File: src/rtl/player_motion.sv
// Per-player kinematics: frame-stepped horizontal motion, gravity jump arc and
// a timed smash window, all outputs registered.
module player_motion #(
   parameter logic [9:0] INIT_X          = 10'd60,
   parameter logic [9:0] X_MIN           = 10'd20,
   parameter logic [9:0] X_MAX           = 10'd300,
   parameter logic [9:0] GROUND_Y        = 10'd320,
   parameter int         SPEED_X         = 4,
   parameter int         JUMP_V0         = 12,
   parameter int         GRAVITY         = 1,
   parameter int         SMASH_FRAMES    = 8,
   parameter int         COOLDOWN_FRAMES = 16
) (
   input  logic       clk,
   input  logic       rst,
   input  logic       frame_tick,
   input  logic       freeze,
   input  logic       move_left,
   input  logic       move_right,
   input  logic       jump,
   input  logic       smash,
   output logic [9:0] pos_x,
   output logic [9:0] pos_y,
   output logic       airborne,
   output logic       smash_active
);

   typedef enum logic {V_GROUND, V_AIR} vstate_t;
   typedef enum logic [1:0] {S_IDLE, S_ACTIVE, S_COOLDOWN} sstate_t;

   localparam logic [10:0]       LO_LIM   = {1'b0, X_MIN} + 11'(SPEED_X);
   localparam logic [10:0]       HI_LIM   = {1'b0, X_MAX} - 11'(SPEED_X);
   localparam logic signed [11:0] GRAV_S  = 12'(GRAVITY);
   localparam logic signed [11:0] V0_S    = 12'(JUMP_V0);
   localparam logic signed [11:0] GROUND_S = $signed({2'b00, GROUND_Y});

   logic              update_s;
   logic [9:0]        pos_x_r;
   logic [9:0]        next_x_s;
   logic [9:0]        pos_y_r;
   logic signed [7:0] vy_r;
   logic signed [11:0] next_y_s;
   logic signed [11:0] vy_inc_s;
   vstate_t           vstate_r;
   logic              airborne_r;
   sstate_t           sstate_r;
   logic [4:0]        cnt_r;
   logic              smash_active_r;

   assign update_s = frame_tick & ~freeze;

   // Horizontal next position with 11-bit clamp guards so nothing wraps
   always_comb begin
      next_x_s = pos_x_r;
      if (move_left && !move_right) begin
         if ({1'b0, pos_x_r} < LO_LIM) begin
            next_x_s = X_MIN;
         end else begin
            next_x_s = pos_x_r - 10'(SPEED_X);
         end
      end else if (move_right && !move_left) begin
         if ({1'b0, pos_x_r} > HI_LIM) begin
            next_x_s = X_MAX;
         end else begin
            next_x_s = pos_x_r + 10'(SPEED_X);
         end
      end else begin
         next_x_s = pos_x_r;
      end
   end

   // Signed 12-bit arc arithmetic
   always_comb begin
      next_y_s = $signed({2'b00, pos_y_r}) + $signed({{4{vy_r[7]}}, vy_r});
      vy_inc_s = $signed({{4{vy_r[7]}}, vy_r}) + GRAV_S;
   end

   // Horizontal position register
   always_ff @(posedge clk or posedge rst) begin
      if (rst) begin
         pos_x_r <= INIT_X;
      end else if (update_s) begin
         pos_x_r <= next_x_s;
      end
   end

   // Vertical FSM: ground / air with gravity; landing update ignores jump
   always_ff @(posedge clk or posedge rst) begin
      if (rst) begin
         pos_y_r    <= GROUND_Y;
         vy_r       <= 8'sd0;
         vstate_r   <= V_GROUND;
         airborne_r <= 1'b0;
      end else if (update_s) begin
         case (vstate_r)
            V_GROUND: begin
               if (jump) begin
                  pos_y_r    <= GROUND_Y - 10'(JUMP_V0);
                  vy_r       <= 8'(GRAV_S - V0_S);
                  vstate_r   <= V_AIR;
                  airborne_r <= 1'b1;
               end else begin
                  pos_y_r    <= GROUND_Y;
                  vy_r       <= 8'sd0;
                  airborne_r <= 1'b0;
               end
            end
            V_AIR: begin
               if (next_y_s >= GROUND_S) begin
                  pos_y_r    <= GROUND_Y;
                  vy_r       <= 8'sd0;
                  vstate_r   <= V_GROUND;
                  airborne_r <= 1'b0;
               end else begin
                  pos_y_r <= next_y_s[9:0];
                  vy_r    <= (vy_inc_s > V0_S) ? V0_S[7:0] : vy_inc_s[7:0];
               end
            end
            default: begin
               pos_y_r    <= GROUND_Y;
               vy_r       <= 8'sd0;
               vstate_r   <= V_GROUND;
               airborne_r <= 1'b0;
            end
         endcase
      end
   end

   // Smash FSM sharing one frame counter between the window and the cooldown
   always_ff @(posedge clk or posedge rst) begin
      if (rst) begin
         sstate_r       <= S_IDLE;
         cnt_r          <= 5'd0;
         smash_active_r <= 1'b0;
      end else if (update_s) begin
         case (sstate_r)
            S_IDLE: begin
               if (smash) begin
                  sstate_r       <= S_ACTIVE;
                  cnt_r          <= 5'(SMASH_FRAMES - 1);
                  smash_active_r <= 1'b1;
               end
            end
            S_ACTIVE: begin
               if (cnt_r == 5'd0) begin
                  sstate_r       <= S_COOLDOWN;
                  cnt_r          <= 5'(COOLDOWN_FRAMES - 1);
                  smash_active_r <= 1'b0;
               end else begin
                  cnt_r <= cnt_r - 5'd1;
               end
            end
            S_COOLDOWN: begin
               if (cnt_r == 5'd0) begin
                  sstate_r <= S_IDLE;
               end else begin
                  cnt_r <= cnt_r - 5'd1;
               end
            end
            default: begin
               sstate_r       <= S_IDLE;
               cnt_r          <= 5'd0;
               smash_active_r <= 1'b0;
            end
         endcase
      end
   end

   assign pos_x        = pos_x_r;
   assign pos_y        = pos_y_r;
   assign airborne     = airborne_r;
   assign smash_active = smash_active_r;

endmodule

File: config.mk
export PLATFORM = sky130hd
export DESIGN_NAME = player_motion
export DESIGN_NICKNAME = d
export VERILOG_FILES = /design/src/rtl/player_motion.sv
export SDC_FILE = /design/constraint.sdc
export NUM_CORES = 1
export LEC_CHECK = 0
export CORE_AREA = 2 2 70 72
export CTS_CLUSTER_SIZE = 40
export DETAILED_ROUTE_END_ITERATION = 8
export DIE_AREA = 0 0 72 74
export DONT_BUFFER_PORTS = 1
export PLACE_DENSITY = 0.77
export SLEW_MARGIN = 20
export SYNTH_ARGS = -nofsm -noshare
export SYNTH_HDL_FRONTEND = slang
export SYNTH_SLANG_ARGS = --single-unit
File: constraint.sdc
create_clock -name clk -period 3.85 [get_ports clk]
set_input_delay 1.155 -clock clk [delete_from_list [all_inputs] [get_ports clk]]
set_output_delay 1.155 -clock clk [all_outputs]
set_load 0.005 [all_outputs]
==> results.yml, run 1 <==
status:
  outcome: "finished clean"
yosys:
  synth_edf_count: 0
  synthTopCellsByCount: "nand2_1 (37), a21oi_1 (32), dfrtp_1 (30), nor2_1 (21), o21ai_0 (21)"
  ys_ff_latch: 36
  synth_most_common_cell: "nand2_1"
  synth.area.mux_share_pct: 1.48
  yosysWarnings: 0
  synth-adder-area-share_pct: 8.25
  ys_seq_area_share_pct: 32.6
  synth_xor_xnor_area_share_pct: 3.14
  syn_inst: 331
  yosys.area.top_type: "dfrtp_1"
  synth_cell_types: 65
  syn_avg_cell_area_sq_um: 8.43
  synth-simple-area-share_pct: 21.2
  synth_top_family_by_area: "compound AO/OA/AOI/OAI gates"
  synth_top_area_share_pct: 26.9
  synthArstFlopShare_pct: 100
  synth_flop_cell: "dfrtp_1"
  synthesis.area_sq_mm: 0.00279
  synth_compound_area_share_pct: 28.1
  synth_area_leaders: "dfrtp_1 (27%), ha_1 (7.2%), a21oi_1 (5.7%)"
clock_network:
  ctsResizeCount: 0
  cts_buffer_depth: 2
  path_clk_slew_ns: 0.08
  htree_levels: 2
  cts_tree: "done"
  hold_buffers: 0
  clock_latency_ns: 0.29
  cts_sinks: 36
  cts_buffers: 5
  clockRootBuffer: "clkbuf_8"
  post-cts-setup-buffers: 0
timing:
  rsz0062_at_grt: "no"
  setup_slack_ns: 0.751
  maxSlewViolCount: 0
  period_share_pct: 80.5
  tightest_slew_ns: 0.776
  fmax_mhz: 323
  setup_tns_ns: 0
  holdWs_ns: 0.543
  min_period_ns: 3.10
  setup_viol_count_final: 0
  finalHoldViolCount: 0
  skew_ns: 0.0120
  relSlewSlack_pct: 47.8
die:
  die_area_sq_mm: 0.00533
  core_area_sq_mm: 0.00460
  die_h_microns: 74
  rows: 25
  io_pins: 30
  die_x_microns: 72
  initial_core_util_pct: 60.7
finish:
  postLayoutCellArea_sq_mm: 0.00290
  syn2layout_area_growth_pct: 3.81
  final_util_pct: 63.0
  diodes: 0
  layoutNonFillerInstCount: 381
  drive_above_1_share_pct: 8.87
  fin_nets: 351
  nFillCells: 417
setup_path:
  r2r_end: "pos_y[6]$_DFFE_PP1P_"
  crit_end: "pos_y[6]$_DFFE_PP1P_"
  end_kind: "register"
  r2r_cells: 11
  crit_type: "reg2reg"
  cp.arrival_ns: 3.34
  worstSetupStartpointType: "register"
  required_ns: 4.09
  crit_start: "vy_r[0]$_DFFE_PP0P_"
  path_max_fanout: 15
  r2r-start: "vy_r[0]$_DFFE_PP0P_"
  r2r_slack_ns: 0.75
route:
  routed_wl_microns: 6460
  ant_nets: 0
  vias_per_cell: 6.59
  firstDrtPassIters: 5
  drt-initial-drc-count: 241
  num_vias: 2512
  wire_per_inst_microns: 17.0
  drc: 0
grt:
  grt_max_degree: 37
  overflow: 0
  track_usage_pct: 25.8
  busiest_layer: "met2"
  grt_pass1_wl_microns: 10900
  grt_pass1_vias: 2326
  antenna_found_initial: 0
  met2_usage_pct: 41.9
  grtUsageMet1_pct: 36.0
  use_met3_pct: 5.42
pwr:
  power.density_mw_per_mm2: 784
  power.total_mw: 2.27
  vdd_drop_max_v: 0.000489
  p_leak_nw: 1.25
place:
  hpwl_microns: 4630
  portBuffers: 0
  placed_cell_area_sq_mm: 0.00281
  dp_slack_ns: 0.805
  place_congestion: 0.899
  dp.cells: 373
hold_path:
  worstHoldStart: "cnt_r[4]$_DFFE_PP0P_"
  min_path_type: "reg2reg"
flow_run:
  cap_violations: 0
-- power by group --
| part | switching, mW | total (mW) | internal, mW |
|---|---|---|---|
| Sequential | 0.245 | 0.776 | 0.531 |
| Clock | 0.144 | 0.274 | 0.129 |
| Combinational | 0.716 | 1.22 | 0.505 |
-- placed cells by master, fill, tap and decap left out, types with 3 or more instances in the layout --
| cell | n |
|---|---|
| mux2i_1 | 3 |
| nand4_1 | 3 |
| o21ai_1 | 4 |
| nor2_1 | 21 |
| buf_4 | 4 |
| a21boi_0 | 4 |
| ha_1 | 16 |
| xor2_1 | 6 |
| nand3_1 | 11 |
| dfstp_2 | 6 |
| and3_1 | 4 |
| nor2b_1 | 9 |
| a21oi_1 | 32 |
| a32oi_1 | 3 |
| o22ai_1 | 4 |
| dfrtp_1 | 30 |
| xnor2_1 | 4 |
| inv_1 | 17 |
| o31ai_2 | 4 |
| nor3b_1 | 6 |
| a21o_1 | 6 |
| o21ai_0 | 21 |
| a211oi_1 | 3 |
| o31ai_1 | 6 |
| nand2b_1 | 4 |
| nor3_1 | 5 |
| clkbuf_8 | 5 |
| nand3b_1 | 4 |
| nand2_1 | 37 |
-- flip-flops by register name, summed over array words and instances, names as in the netlist --
signal	flops
airborne	1
sstate_r	2
pos_x	8
smash_active	1
pos_y	10
vstate_r	1
cnt_r	5
vy_r	8
-- worst min path at each step --
stage / to / slack, ns / depth (start not counted)
final: cnt_r[4]$_DFFE_PP0P_ / 0.54 / 1
after floorplan: smash_active$_DFFE_PP0P_ / 0.49 / 2
after detailed placement: cnt_r[4]$_DFFE_PP0P_ / 0.53 / 1
after CTS: cnt_r[4]$_DFFE_PP0P_ / 0.54 / 1
after global placement: smash_active$_DFFE_PP0P_ / 0.52 / 2
after global routing: cnt_r[4]$_DFFE_PP0P_ / 0.57 / 1
-- cell type report --
cell class | count | area (sq um) | share of cell area, %
Clock buffer | 7 | 76.3 | 2.63
Clock inverter | 1 | 8.76 | 0.302
Inverter | 17 | 63.8 | 2.20
Multi-Input combinational cell | 262 | 1740 | 60.1
Sequential cell | 36 | 908 | 31.4
Tap cell | 54 | 67.6 | 2.33
Timing Repair Buffer | 4 | 30.0 | 1.04
-- metal layers --
metal | wire [microns] | up-vias | share of wire, %
li1 | - | 1209 | -
met1 | 3000 | 1201 | 46
met2 | 3020 | 93 | 47
met3 | 394 | 9 | 6.1
met4 | 55 | 0 | 0.85
met5 | 0 | - | 0
-- critical path: stages, from the launching register on --
cell      delay [ns]
dfrtp_1         0.44
ha_1            0.20
inv_1           0.05
fa_1            0.43
nor2b_4         0.15
o31a_1          0.14
o21ai_1         0.14
o21bai_1        0.19
xor2_1          0.35
a32oi_4         0.19
o21ai_4         0.48
o221a_2         0.29
-- cells by family after synthesis --
family / count (synthesis)
multiplexers: 4
buffers and inverters: 34
AND/OR/NAND/NOR: 115
other: 1
AO/OA/AOI/OAI: 113
adder cells (fa/ha/maj): 18
XOR/XNOR: 10
flip-flops: 36
(Power assumes the default switching activity.)
==> inputs of run 2 (changes only) <==
--- a/config.mk
+++ b/config.mk
@@ -5,12 +5,12 @@
 export SDC_FILE = /design/constraint.sdc
 export NUM_CORES = 1
 export LEC_CHECK = 0
-export CORE_AREA = 2 2 70 72
+export CORE_AREA = 2 2 73 75
 export CTS_CLUSTER_SIZE = 40
 export DETAILED_ROUTE_END_ITERATION = 8
-export DIE_AREA = 0 0 72 74
+export DIE_AREA = 0 0 75 77
 export DONT_BUFFER_PORTS = 1
-export PLACE_DENSITY = 0.77
+export PLACE_DENSITY = 0.74
 export SLEW_MARGIN = 20
 export SYNTH_ARGS = -nofsm -noshare
 export SYNTH_HDL_FRONTEND = slang
==> constraint.sdc (replaced) <==
create_clock -name clk -period 2.7 [get_ports clk]
set_input_delay 0.81 -clock clk [delete_from_list [all_inputs] [get_ports clk]]
set_output_delay 0.81 -clock clk [all_outputs]
set_load 0.005 [all_outputs]
==> run 2 against run 1 <==
The run now ends with setup timing left. Final area rose by 17%. Final cell count rose by 12%. Worst hold slack got worse by 0.022 ns. Largest cell class unchanged. Largest power group unchanged. Highest routed layer unchanged.
==> results.yml, run 2 (synthesis results as in run 1) <==
status:
  outcome: "finished, violations left"
  violations: "setup timing"
route:
  drt-initial-drc-count: 195
  num_vias: 2633
  vias_per_cell: 6.17
  drc: 0
  wire_per_inst_microns: 16.9
  routed_wl_microns: 7200
  ant_nets: 0
  firstDrtPassIters: 4
die:
  die_area_sq_mm: 0.00578
  die_h_microns: 77
  io_pins: 30
  initial_core_util_pct: 56.1
  die_x_microns: 75
  core_area_sq_mm: 0.00498
  rows: 26
grt:
  grt_pass1_vias: 2473
  grt_max_degree: 37
  track_usage_pct: 25.1
  overflow: 0
  grt_pass1_wl_microns: 11500
  antenna_found_initial: 0
pwr:
  vdd_drop_max_v: 0.000744
  p_leak_nw: 1.44
  power.density_mw_per_mm2: 1240
finish:
  postLayoutCellArea_sq_mm: 0.00340
  drive_above_1_share_pct: 24.1
  largest_reg_flops: 10
  diodes: 0
  mostFrequentLayoutCells: "nand2_1 (36), a21oi_1 (30), dfrtp_1 (30), buf_4 (30)"
  syn2layout_area_growth_pct: 21.7
  fin_nets: 381
  nFillCells: 384
  final_common_cell: "nand2_1"
timing:
  maxSlewViolCount: 0
  relSlewSlack_pct: 47.5
  fmax_mhz: 363
  finalHoldViolCount: 0
  setup_tns_ns: -0.353
  skew_ns: 0.00716
  setup_slack_ns: -0.0547
  rsz0062_at_grt: "yes"
  tightest_slew_ns: 0.781
  setup_viol_count_final: 12
  period_share_pct: 102
  holdWs_ns: 0.520
  min_period_ns: 2.75
setup_path:
  r2r_end: "pos_y[7]$_DFFE_PP0P_"
  crit_type: "reg2reg"
  end_kind: "register"
  r2r_cells: 12
  r2r-start: "vy_r[0]$_DFFE_PP0P_"
  r2r_slack_ns: -0.05
  path_max_fanout: 5
  required_ns: 2.90
  cp.arrival_ns: 2.96
  worstSetupStartpointType: "register"
flow_run:
  cap_violations: 0
clock_network:
  cts_tree: "done"
  cts_buffers: 5
  cts_buffer_depth: 2
  clockRootBuffer: "clkbuf_8"
  clock_latency_ns: 0.29
  hold_buffers: 0
  path_clk_slew_ns: 0.08
  cts_sinks: 36
  htree_levels: 2
place:
  portBuffers: 0
  place_congestion: 0.913
  placed_cell_area_sq_mm: 0.00300
  hpwl_microns: 4780
hold_path:
  min_path_type: "in2async"
## run 2: where the power goes
part	total [mW]	switching, mW	internal (mW)
Combinational	2.67	1.41	1.26
Sequential	1.07	0.309	0.759
Clock	0.471	0.197	0.274
## run 2: metrics by stage
| stage | power [mW] | utilization [%] | std cells | worst slack [ns] |
|---|---|---|---|---|
| floorplan | 2.48 | - | 332 | 0.0434 |
| global placement | 3.05 | 60.4 | 412 | 0.00661 |
| detailed placement | 3.12 | 60.4 | 412 | -0.0917 |
| CTS | 3.72 | 63.7 | 422 | 0.00359 |
| global route | 4.51 | 68.2 | 427 | -0.103 |
| finish | 4.21 | 68.2 | 427 | -0.0547 |
## run 2: area by class of cell
class	instances	area, sq um	share of cell area (%)
clock buffers	6	72.6	2.14
multi-input cells	262	1950	57.6
inverters	17	63.8	1.88
repair buffers	34	274	8.07
flip-flops and latches	36	908	26.8
well taps	70	87.6	2.58
clock inverters	2	35.0	1.03
## run 2: worst max-delay path by stage
| stage | from | endpoint | slack (ns) |
|---|---|---|---|
| CTS | vy_r[0]$_DFFE_PP0P_ | vy_r[1]$_DFFE_PP0P_ | 0.004 |
| detailed placement | vy_r[0]$_DFFE_PP0P_ | vy_r[3]$_DFFE_PP0P_ | -0.09 |
| global placement | pos_y[0]$_DFFE_PP0P_ | vy_r[1]$_DFFE_PP0P_ | 0.007 |
| global route | pos_y[0]$_DFFE_PP0P_ | pos_y[7]$_DFFE_PP0P_ | -0.10 |
| floorplan | vy_r[0]$_DFFE_PP0P_ | pos_y[2]$_DFFE_PP0P_ | 0.04 |
| finish | vy_r[0]$_DFFE_PP0P_ | pos_y[7]$_DFFE_PP0P_ | -0.05 |
## run 2: routing by layer
| layer | track usage [%] | vias to the layer above | share of wire [%] |
|---|---|---|---|
| met5 | 0 | - | 0 |
| met1 | 34.9 | 1264 | 45 |
| met3 | 4.07 | 19 | 4.3 |
| li1 | - | 1263 | - |
| met4 | 6.07 | 0 | 1.7 |
| met2 | 40.3 | 87 | 49 |
## run 2: what timing repair did
item,CTS,global route
endpoints found under the setup margin,13,20
pin swaps,6,22
resized for setup,13,33
gates cloned,0,0
setup buffers,2,5
## run 2: worst max-delay path, stage by stage, from the launching register on
cell	delay, ns
dfrtp_1	0.36
ha_2	0.19
inv_2	0.04
fa_2	0.36
nor2b_4	0.15
o31a_1	0.23
o21ai_2	0.11
nand3b_1	0.18
a211o_1	0.35
a32oi_4	0.24
o21ai_4	0.10
buf_6	0.16
o31ai_4	0.21
==> inputs of run 3 (changes only) <==
--- a/config.mk
+++ b/config.mk
@@ -5,12 +5,11 @@
 export SDC_FILE = /design/constraint.sdc
 export NUM_CORES = 1
 export LEC_CHECK = 0
-export CORE_AREA = 2 2 73 75
+export CORE_AREA = 2 2 84 86
 export CTS_CLUSTER_SIZE = 40
 export DETAILED_ROUTE_END_ITERATION = 8
-export DIE_AREA = 0 0 75 77
+export DIE_AREA = 0 0 86 88
 export DONT_BUFFER_PORTS = 1
-export PLACE_DENSITY = 0.74
 export SLEW_MARGIN = 20
 export SYNTH_ARGS = -nofsm -noshare
 export SYNTH_HDL_FRONTEND = slang
==> constraint.sdc (replaced) <==
create_clock -name clk -period 2.7 [get_ports clk]
set_input_delay 0.54 -clock clk [delete_from_list [all_inputs] [get_ports clk]]
set_output_delay 0.54 -clock clk [all_outputs]
set_load 0.005 [all_outputs]
==> run 3 against run 2 <==
The run still ends with setup timing left. Via count shrank 2.1%. First-iteration DRC count down 61%. Utilization shrank 19 points. Die area is 31% higher. Worst setup slack lost 0.028 ns. Worst hold slack worse by 0.27 ns. Sequential power down 5%. Final area fell by 2.8%. Clock skew shrank 0.0027 ns. Count of clock-buffer cells in the layout stayed put. Register-to-register slack got worse by 0.03 ns. Largest cell class unchanged.
==> results.yml, run 3 (synthesis results as in run 1) <==
status:
  outcome: "finished, violations left"
  violations: "setup timing"
setup_path:
  required_ns: 2.90
  worstSetupStartpointType: "register"
  path_max_fanout: 7
  r2r_slack_ns: -0.08
  r2r_end: "vy_r[1]$_DFFE_PP0P_"
  cp.arrival_ns: 2.98
  r2r_cells: 11
  crit_type: "reg2reg"
  end_kind: "register"
  r2r-start: "vy_r[0]$_DFFE_PP0P_"
die:
  die_area_sq_mm: 0.00757
  die_x_microns: 86
  core_area_sq_mm: 0.00664
  initial_core_util_pct: 42.0
  rows: 30
  io_pins: 30
  die_h_microns: 88
finish:
  final_common_cell: "buf_4"
  largest_reg_flops: 10
  layoutNonFillerInstCount: 446
  drive_above_1_share_pct: 21.6
  syn2layout_area_growth_pct: 18.3
  nFillCells: 606
  fin_nets: 390
  diodes: 0
  mostFrequentLayoutCells: "buf_4 (41), nand2_1 (37), a21oi_1 (30), dfrtp_1 (30), nor2_1 (21)"
  postLayoutCellArea_sq_mm: 0.00330
grt:
  grt_max_degree: 37
  grt_pass1_wl_microns: 11700
  grt_pass1_vias: 2374
  track_usage_pct: 19.4
  antenna_found_initial: 0
  overflow: 0
route:
  num_vias: 2577
  wire_per_inst_microns: 15.8
  ant_nets: 0
  firstDrtPassIters: 4
  routed_wl_microns: 7030
  drc: 0
  vias_per_cell: 5.78
  drt-initial-drc-count: 77
timing:
  setup_slack_ns: -0.0822
  setup_viol_count_final: 11
  fmax_mhz: 359
  holdWs_ns: 0.252
  period_share_pct: 103
  min_period_ns: 2.78
  tightest_slew_ns: 0.770
  maxSlewViolCount: 0
  skew_ns: 0.00448
  finalHoldViolCount: 0
  relSlewSlack_pct: 48.2
  rsz0062_at_grt: "yes"
clock_network:
  cts_sinks: 36
  cts_buffer_depth: 2
  cts_buffers: 5
  path_clk_slew_ns: 0.08
  htree_levels: 2
  clockRootBuffer: "clkbuf_8"
  hold_buffers: 0
  cts_tree: "done"
  clock_latency_ns: 0.29
pwr:
  p_leak_nw: 1.47
  p_sw_share_pct: 43.9
  vdd_drop_max_v: 0.000398
  p_switching_mw: 1.72
  pwr-share-clk_pct: 12.4
  p_seq_share_pct: 26.0
  pwr-share-comb_pct: 61.5
  power.density_mw_per_mm2: 1190
  power.total_mw: 3.91
  intPower_mw: 2.20
flow_run:
  cap_violations: 0
place:
  portBuffers: 0
  placed_cell_area_sq_mm: 0.00313
  dp.cells: 435
  place_congestion: 0.867
  hpwl_microns: 5030
hold_path:
  min_path_type: "in2async"
[run 3: changes by cell type in the layout (fill, tap and decap cells not counted), sizes merged]
| cell | before | now |
|---|---|---|
| buf | 34 | 43 |
[run 3: worst max-delay path by stage]
stage | startpoint | endpoint | slack (ns) | cells after the start
6_report | vy_r[0]$_DFFE_PP0P_ | vy_r[1]$_DFFE_PP0P_ | -0.08 | 11
3_5_place_dp | vy_r[0]$_DFFE_PP0P_ | vy_r[1]$_DFFE_PP0P_ | -0.05 | 12
2_1_floorplan | vy_r[0]$_DFFE_PP0P_ | pos_y[2]$_DFFE_PP0P_ | 0.04 | 12
3_3_place_gp | pos_y[0]$_DFFE_PP0P_ | vy_r[1]$_DFFE_PP0P_ | -0.007 | 12
5_1_grt | vy_r[0]$_DFFE_PP0P_ | vy_r[1]$_DFFE_PP0P_ | -0.17 | 11
4_1_cts | vy_r[0]$_DFFE_PP0P_ | vy_r[1]$_DFFE_PP0P_ | -0.06 | 12
[run 3: critical path: stages (launching register included)]
cell and delay, ns:
dfrtp_1 0.40, ha_2 0.20, inv_2 0.05, fa_2 0.22, nor2b_4 0.05, o31a_1 0.30, or3_4 0.39, a211o_1 0.32
a32oi_4 0.27, o21ai_4 0.10, buf_12 0.16, o32ai_2 0.24
[run 3: stage by stage]
step           util (%)  setup TNS [ns]  worst slack, ns
6_report           49.7          -0.437          -0.0822
3_5_place_dp       47.1          -0.325          -0.0549
2_1_floorplan         -               0           0.0434
5_1_grt            49.7           -2.07           -0.172
4_1_cts            48.8          -0.429          -0.0627
3_3_place_gp       47.1        -0.00708         -0.00708
[run 3: routing by layer]
| metal | routed length [microns] | vias up | track usage [%] | share of wire [%] |
|---|---|---|---|---|
| met5 | 0 | - | 0 | 0 |
| met4 | 57 | 0 | 6.35 | 0.81 |
| met3 | 445 | 10 | 4.62 | 6.3 |
| met2 | 3300 | 66 | 29.6 | 47 |
| met1 | 3220 | 1224 | 27.2 | 46 |
| li1 | - | 1277 | - | - |
[run 3: final cells by class]
cell class,instances,area (sq um),area share (%)
clock buffer,6,72.6,2.20
clock inverter,2,35.0,1.06
inverter,17,63.8,1.93
multi-input combinational,262,1780,54.0
sequential,36,908,27.5
tap,80,100,3.03
timing repair buffer,43,339,10.3
[run 3: what timing repair did]
action / in CTS / in global routing
endpoints found under the setup margin: 15 / 19
cloned: 0 / 0
pin swaps: 4 / 11
resized for setup: 4 / 9
buffers inserted: 0 / 3
[run 3: power groups by stage]
| stage | Sequential [mW] | Combinational, mW | Clock [mW] |
|---|---|---|---|
| after floorplan | 0.945 | 1.53 | 0 |
| after global placement | 1.02 | 2.26 | 0 |
| after detailed placement | 1.03 | 2.29 | 0 |
| after CTS | 1.02 | 2.31 | 0.499 |
| after global routing | 1.06 | 2.68 | 0.522 |
| final | 1.02 | 2.41 | 0.486 |
